### src/rtl/hazard_stall_controller_if.sv
// Control/status bundle between the MIPS datapath stage registers and the hazard/stall controller.
// Signal directions are named from the controller's point of view.
interface hazard_stall_controller_if #(
    parameter int CNT_W = 16
);
    logic [31:0]      i_ifid_im;
    logic             i_idex_mem_read;
    logic [4:0]       i_idex_write_reg;
    logic             i_md_start;
    logic             i_branch_taken;
    logic             i_jump;
    logic             o_pc_write;
    logic             o_ifid_write;
    logic             o_ifid_flush;
    logic             o_idex_write;
    logic             o_idex_flush;
    logic             o_exmem_flush;
    logic [CNT_W-1:0] o_stall_cycles;
    logic [CNT_W-1:0] o_flush_events;

    modport slave (
        input  i_ifid_im, i_idex_mem_read, i_idex_write_reg, i_md_start, i_branch_taken, i_jump,
        output o_pc_write, o_ifid_write, o_ifid_flush, o_idex_write, o_idex_flush, o_exmem_flush,
        output o_stall_cycles, o_flush_events
    );

    modport master (
        output i_ifid_im, i_idex_mem_read, i_idex_write_reg, i_md_start, i_branch_taken, i_jump,
        input  o_pc_write, o_ifid_write, o_ifid_flush, o_idex_write, o_idex_flush, o_exmem_flush,
        input  o_stall_cycles, o_flush_events
    );
endinterface

### src/rtl/hazard_stall_controller.sv
// Load-use, multicycle mult/div, branch and jump hazard control for the 5-stage pipeline,
// with saturating stall/flush performance counters.
//
// state         | meaning
// ST_RUN        | normal issue; LU/jump/branch handled combinationally
// ST_MD_BUSY    | mult/div in EX, front end frozen while mdcnt runs down
// ST_MD_RELEASE | one cycle after the freeze; the same mult/div is still in EX
module hazard_stall_controller #(
    parameter int MD_LATENCY = 32,
    parameter int CNT_W      = 16
) (
    input logic                          Clk,
    input logic                          Rst,
    hazard_stall_controller_if.slave     io_hz
);
    typedef enum logic [1:0] {
        ST_RUN        = 2'd0,
        ST_MD_BUSY    = 2'd1,
        ST_MD_RELEASE = 2'd2
    } state_t;

    localparam logic [15:0] MD_INIT = 16'(MD_LATENCY - 2);

    state_t           r_state, w_state_nxt;
    logic [15:0]      r_mdcnt, w_mdcnt_nxt;
    logic [CNT_W-1:0] r_stall_cycles, r_flush_events;

    logic [5:0] w_opcode;
    logic [4:0] w_rs, w_rt;
    logic       w_uses_rt, w_lu;
    logic       w_pc_write, w_ifid_write, w_ifid_flush;
    logic       w_idex_write, w_idex_flush, w_exmem_flush;

    assign w_opcode = io_hz.i_ifid_im[31:26];
    assign w_rs     = io_hz.i_ifid_im[25:21];
    assign w_rt     = io_hz.i_ifid_im[20:16];

    // R-type, beq, bne and the stores read rt as a source operand
    always_comb begin
        case (w_opcode)
            6'h00, 6'h04, 6'h05, 6'h28, 6'h29, 6'h2B: w_uses_rt = 1'b1;
            default:                                w_uses_rt = 1'b0;
        endcase
    end

    assign w_lu = io_hz.i_idex_mem_read && (io_hz.i_idex_write_reg != 5'd0) &&
                  ((io_hz.i_idex_write_reg == w_rs) ||
                   ((io_hz.i_idex_write_reg == w_rt) && w_uses_rt));

    always_comb begin
        w_state_nxt   = r_state;
        w_mdcnt_nxt   = r_mdcnt;
        w_pc_write    = 1'b1;
        w_ifid_write  = 1'b1;
        w_ifid_flush  = 1'b0;
        w_idex_write  = 1'b1;
        w_idex_flush  = 1'b0;
        w_exmem_flush = 1'b0;
        if (Rst) begin
            w_state_nxt = ST_RUN;
            w_mdcnt_nxt = 16'd0;
        end else if (io_hz.i_branch_taken) begin
            w_ifid_flush  = 1'b1;
            w_idex_flush  = 1'b1;
            w_exmem_flush = 1'b1;
            w_state_nxt   = ST_RUN;
            w_mdcnt_nxt   = 16'd0;
        end else if (((r_state == ST_RUN) && io_hz.i_md_start) || (r_state == ST_MD_BUSY)) begin
            w_pc_write    = 1'b0;
            w_ifid_write  = 1'b0;
            w_idex_write  = 1'b0;
            w_exmem_flush = 1'b1;
            if (r_state == ST_RUN) begin
                w_state_nxt = ST_MD_BUSY;
                w_mdcnt_nxt = MD_INIT;
            end else if (r_mdcnt == 16'd0) begin
                w_state_nxt = ST_MD_RELEASE;
            end else begin
                w_mdcnt_nxt = r_mdcnt - 16'd1;
            end
        end else begin
            w_state_nxt = ST_RUN;
            if (w_lu) begin
                // jump stays in IF/ID and is flushed once the load has moved on
                w_pc_write   = 1'b0;
                w_ifid_write = 1'b0;
                w_idex_flush = 1'b1;
            end else if (io_hz.i_jump) begin
                w_ifid_flush = 1'b1;
            end
        end
    end

    always_ff @(posedge Clk) begin
        if (Rst) begin
            r_state        <= ST_RUN;
            r_mdcnt        <= 16'd0;
            r_stall_cycles <= '0;
            r_flush_events <= '0;
        end else begin
            r_state <= w_state_nxt;
            r_mdcnt <= w_mdcnt_nxt;
            if (!w_pc_write && (r_stall_cycles != '1))
                r_stall_cycles <= r_stall_cycles + 1'b1;
            if (w_ifid_flush && (r_flush_events != '1))
                r_flush_events <= r_flush_events + 1'b1;
        end
    end

    assign io_hz.o_pc_write     = w_pc_write;
    assign io_hz.o_ifid_write   = w_ifid_write;
    assign io_hz.o_ifid_flush   = w_ifid_flush;
    assign io_hz.o_idex_write   = w_idex_write;
    assign io_hz.o_idex_flush   = w_idex_flush;
    assign io_hz.o_exmem_flush  = w_exmem_flush;
    assign io_hz.o_stall_cycles = r_stall_cycles;
    assign io_hz.o_flush_events = r_flush_events;
endmodule
### src/flat_wrapper.sv
// flat-port wrapper written by rule: the top's interface ports become plain ports
module hazard_stall_controller_flat 
#(
    parameter int MD_LATENCY = 32,
    parameter int CNT_W      = 16
)
  (Clk, Rst, io_hz_i_ifid_im, io_hz_i_idex_mem_read, io_hz_i_idex_write_reg, io_hz_i_md_start, io_hz_i_branch_taken, io_hz_i_jump, io_hz_o_pc_write, io_hz_o_ifid_write, io_hz_o_ifid_flush, io_hz_o_idex_write, io_hz_o_idex_flush, io_hz_o_exmem_flush, io_hz_o_stall_cycles, io_hz_o_flush_events);
  hazard_stall_controller_if #(.CNT_W(CNT_W)) io_hz_i ();
  input logic Clk;
  input logic Rst;
  input wire logic [$bits(io_hz_i.i_ifid_im)-1:0] io_hz_i_ifid_im;
  input wire logic [$bits(io_hz_i.i_idex_mem_read)-1:0] io_hz_i_idex_mem_read;
  input wire logic [$bits(io_hz_i.i_idex_write_reg)-1:0] io_hz_i_idex_write_reg;
  input wire logic [$bits(io_hz_i.i_md_start)-1:0] io_hz_i_md_start;
  input wire logic [$bits(io_hz_i.i_branch_taken)-1:0] io_hz_i_branch_taken;
  input wire logic [$bits(io_hz_i.i_jump)-1:0] io_hz_i_jump;
  output wire logic [$bits(io_hz_i.o_pc_write)-1:0] io_hz_o_pc_write;
  output wire logic [$bits(io_hz_i.o_ifid_write)-1:0] io_hz_o_ifid_write;
  output wire logic [$bits(io_hz_i.o_ifid_flush)-1:0] io_hz_o_ifid_flush;
  output wire logic [$bits(io_hz_i.o_idex_write)-1:0] io_hz_o_idex_write;
  output wire logic [$bits(io_hz_i.o_idex_flush)-1:0] io_hz_o_idex_flush;
  output wire logic [$bits(io_hz_i.o_exmem_flush)-1:0] io_hz_o_exmem_flush;
  output wire logic [$bits(io_hz_i.o_stall_cycles)-1:0] io_hz_o_stall_cycles;
  output wire logic [$bits(io_hz_i.o_flush_events)-1:0] io_hz_o_flush_events;
  assign io_hz_i.i_ifid_im = io_hz_i_ifid_im;
  assign io_hz_i.i_idex_mem_read = io_hz_i_idex_mem_read;
  assign io_hz_i.i_idex_write_reg = io_hz_i_idex_write_reg;
  assign io_hz_i.i_md_start = io_hz_i_md_start;
  assign io_hz_i.i_branch_taken = io_hz_i_branch_taken;
  assign io_hz_i.i_jump = io_hz_i_jump;
  assign io_hz_o_pc_write = io_hz_i.o_pc_write;
  assign io_hz_o_ifid_write = io_hz_i.o_ifid_write;
  assign io_hz_o_ifid_flush = io_hz_i.o_ifid_flush;
  assign io_hz_o_idex_write = io_hz_i.o_idex_write;
  assign io_hz_o_idex_flush = io_hz_i.o_idex_flush;
  assign io_hz_o_exmem_flush = io_hz_i.o_exmem_flush;
  assign io_hz_o_stall_cycles = io_hz_i.o_stall_cycles;
  assign io_hz_o_flush_events = io_hz_i.o_flush_events;
  hazard_stall_controller #(.MD_LATENCY(MD_LATENCY), .CNT_W(CNT_W)) u_core (.Clk(Clk), .Rst(Rst), .io_hz(io_hz_i));
endmodule
### config.mk
export PLATFORM = sky130hd
export DESIGN_NAME = hazard_stall_controller_flat
export DESIGN_NICKNAME = d
export VERILOG_FILES = /design/src/rtl/hazard_stall_controller_if.sv /design/src/rtl/hazard_stall_controller.sv /design/src/flat_wrapper.sv
export SDC_FILE = /design/constraint.sdc
export NUM_CORES = 1
export LEC_CHECK = 0
export ABC_AREA = 1
export CORE_AREA = 4 4 98 100
export CTS_CLUSTER_DIAMETER = 120
export DETAILED_ROUTE_END_ITERATION = 8
export DIE_AREA = 0 0 102 104
export GPL_ROUTABILITY_DRIVEN = 0
export SETUP_SLACK_MARGIN = 0.15
export SYNTH_ARGS = -nofsm -noshare
export SYNTH_HDL_FRONTEND = slang
export SYNTH_SLANG_ARGS = --single-unit
### constraint.sdc
create_clock -name Clk -period 5.95 [get_ports Clk]
set_input_delay 1.785 -clock Clk [delete_from_list [all_inputs] [get_ports Clk]]
set_output_delay 1.785 -clock Clk [all_outputs]
set_load 0.02 [all_outputs]
==> results.ini <==
[worst_setup_path]
regToRegSetupSlack_ns=3.78
cp-start-kind=input pin
setup.worst_path.class=input pin to output pin
path_max_fanout=3
worstRegToRegCells=13
cp.arrival_ns=3.79
cp-end-kind=output pin
endpoint_of_the_lowest_slack_register_to_register_path=u_core.io_hz.o_flush_events[15]
startpoint_of_the_lowest_slack_register_to_register_path=u_core.io_hz.o_flush_events[0]
critPathRequiredTime_ns=4.16

[placement]
buffer_ports.inserted=64
dp.final_hpwl_um=5480
post_place_instance_area_um2=3710

[worst_hold_path]
hp-start=u_core.r_state[1]
hold-path-endpoint=u_core.r_state[1]
worst_hold_path.num_cells=1
worstHoldPathType=flop to flop

[synthesis]
synth_top_cell_by_area=dfxtp_1
flops_latches_synth=50
synth_edf_count=0
synth_top_area_share_pct=33.6
synth.avg_cell_area_um2=6.46
yosys_warnings=0
post_synth_most_frequent_cells=nand2_1 (100), nor2_1 (68), inv_1 (65), dfxtp_1 (50), a21oi_1 (35)
synth_cell_types=36
synth-async-reset-ratio_pct=0
syn-instance-count=462
main_synth_ff_type=dfxtp_1
synth_area_um2=2980
yosys.cell_count.top_type=nand2_1
yosys-top-cells-area=dfxtp_1 (34%), nand2_1 (13%), nor2_1 (8.6%), inv_1 (8.2%), a21oi_1 (5.9%)
synth_seq_area_share_pct=33.6
mappedNetlistNets=508

[clock_tree]
cts_resized=0
post-cts-setup-buffer-count=0
clock_tree_from_tritoncts=done
clock_latency_ns=0.30
root_buffer=clkbuf_8
cts-buffers-inserted=5
worst_setup_hold_path_clk_slew_ns=0.08
cts-htree-levels=2
number_of_hold_repair_buffers_added_at_the_cts_stage=0
clock_sinks=50
cts_max_path_buffers=2

[floorplanning]
initial_core_util_pct=34.4
die_w_um=102
num_io_pins=81
fp.dieH_um=104
floorplan.rows=34
core_region_area_um2=8680
dieArea_um2=10600

[pwr]
switching_power_uw=192
power.share.sequential_pct=52.5
intPower_uw=477
power.switching_fraction_pct=28.7
ir_drop_mv=0.0725
cellLeakagePower_nw=1.57
comb_power_share_pct=19.2
clkPwrFrac_pct=28.3
finalPower_uw=670
pwr_dens_nw_per_um2=177

[timing]
grt_setup_unrepaired=false
final_setup_skew_ns=0.00983
maxSlewHeadroom_pct=52.2
final.period_utilization_pct=93.7
hold_viol_final=0
timing.final.setup_violations=0
timing.setup.tns_ns=0
clock.fmax_mhz=179
layout_min_cycle_time_ns=5.57
worst_slew_pin_slew_ns=0.716
timing.final.max_slew_violations=0
fin_worst_hold_slack_ns=0.460

[final_layout]
insertedDiodeCount=0
design_area_um2=3790
nFillCells=911
postLayoutCoreUtil_pct=43.6
area_growth_syn_to_layout_pct=26.9
final_layout_size_suffix_gt1_share_pct=5.53
finish.net_count=570

[detailed_routing]
routed-via-count=2998
route.detailed.wl_per_inst_um=11.3
drc=0
via_per_inst=4.74
drt-initial-drc-count=125
final_antenna_net_count=0
totalWireLength_um=7110
detailedRoute.firstPassIterationCount=4

[job]
max-cap-violations=0

[global_route]
track_usage_pct=13.7
grt_antenna_before_repair=0
global_route.overflow_total=0
grt_first_pass_wirelength_um=12100
grt_max_degree=29
first_global_vias=2857

[run_status]
outcome=finished, final reports clean

flip-flops by register name, summed over array words and instances (netlist names):
signal / flops
u_core.io_hz.o_flush_events: 16
u_core.r_mdcnt: 16
u_core.r_state: 2
u_core.io_hz.o_stall_cycles: 16
layout make-up:
class                           instances  area, um^2  share of cell area [%]
Multi-Input combinational cell        332        1650                    43.7
Sequential cell                        50        1000                    26.4
Timing Repair Buffer                   67         663                    17.5
Inverter                               68         255                    6.74
Tap cell                              108         135                    3.57
Clock inverter                          2        10.0                   0.264
Clock buffer                            5        68.8                    1.82
power groups by stage:
stage	sequential (mW)	combinational, mW	clock [mW]
after floorplan	0.361	0.0806	0
after global placement	0.359	0.127	0
after detailed placement	0.359	0.129	0
after CTS	0.352	0.130	0.199
after global routing	0.353	0.145	0.212
final	0.352	0.129	0.189
layer usage:
layer	share of wire (%)	track usage (%)	up-vias
met4	1.6	4.69	0
met2	46	23.6	66
met3	6.5	3.76	7
met5	0	0	-
li1	-	-	1601
met1	46	16.0	1324
placed cells by master (no fill, tap or decap), types with 2 or more instances in the layout:
| cell | instances |
|---|---|
| clkdlybuf4s50_1 | 64 |
| o21ai_0 | 8 |
| dfxtp_1 | 50 |
| o21ai_1 | 6 |
| inv_1 | 65 |
| nor4_1 | 5 |
| ha_1 | 3 |
| nand4_1 | 15 |
| a21oi_1 | 35 |
| nand3_1 | 33 |
| buf_4 | 3 |
| nor3_1 | 16 |
| inv_2 | 3 |
| nand3_2 | 3 |
| nor2_2 | 3 |
| nor2_1 | 68 |
| xnor2_1 | 8 |
| nand2_1 | 100 |
| clkbuf_8 | 5 |
| xor2_1 | 11 |
| o21bai_1 | 2 |
| clkinv_2 | 2 |
| nand2_2 | 4 |
worst max-delay path by stage:
stage | start | to | slack [ns] | cells after the start
finish | io_hz_i_idex_write_reg[2] | io_hz_o_ifid_flush | 0.38 | 9
global route | io_hz_i_idex_write_reg[0] | io_hz_o_pc_write | 0.19 | 11
floorplan | io_hz_i_idex_write_reg[3] | io_hz_o_pc_write | 1.27 | 11
CTS | io_hz_i_idex_write_reg[2] | io_hz_o_ifid_flush | 0.36 | 9
global placement | io_hz_i_idex_write_reg[4] | io_hz_o_ifid_flush | 0.38 | 9
detailed placement | io_hz_i_idex_write_reg[2] | io_hz_o_ifid_flush | 0.37 | 9
worst max-delay path, stage by stage:
cell and delay (ns):
clkdlybuf4s50_1 0.44, inv_1 0.11, nand3_1 0.08, o31ai_1 0.21
inv_1 0.08, nand2_1 0.09, nand3_1 0.11, a21oi_1 0.23
clkdlybuf4s50_1 0.65
kinds of logic after synthesis:
logic type | Yosys count | synth area share, %
and+or+nand+nor | 255 | 38.8
buffers and inverters | 80 | 11.0
AOI/OAI and AO/OA | 55 | 9.73
DFF | 50 | 33.6
xor gates and xnor gates | 19 | 5.58
adders and majority gates | 3 | 1.26
metrics by stage:
step / setup slack [ns] / cells
after global routing: 0.190 / 632
after floorplan: 1.27 / 462
final: 0.376 / 632
after CTS: 0.356 / 632
after global placement: 0.377 / 625
after detailed placement: 0.371 / 625
(Power assumes the default switching activity.)
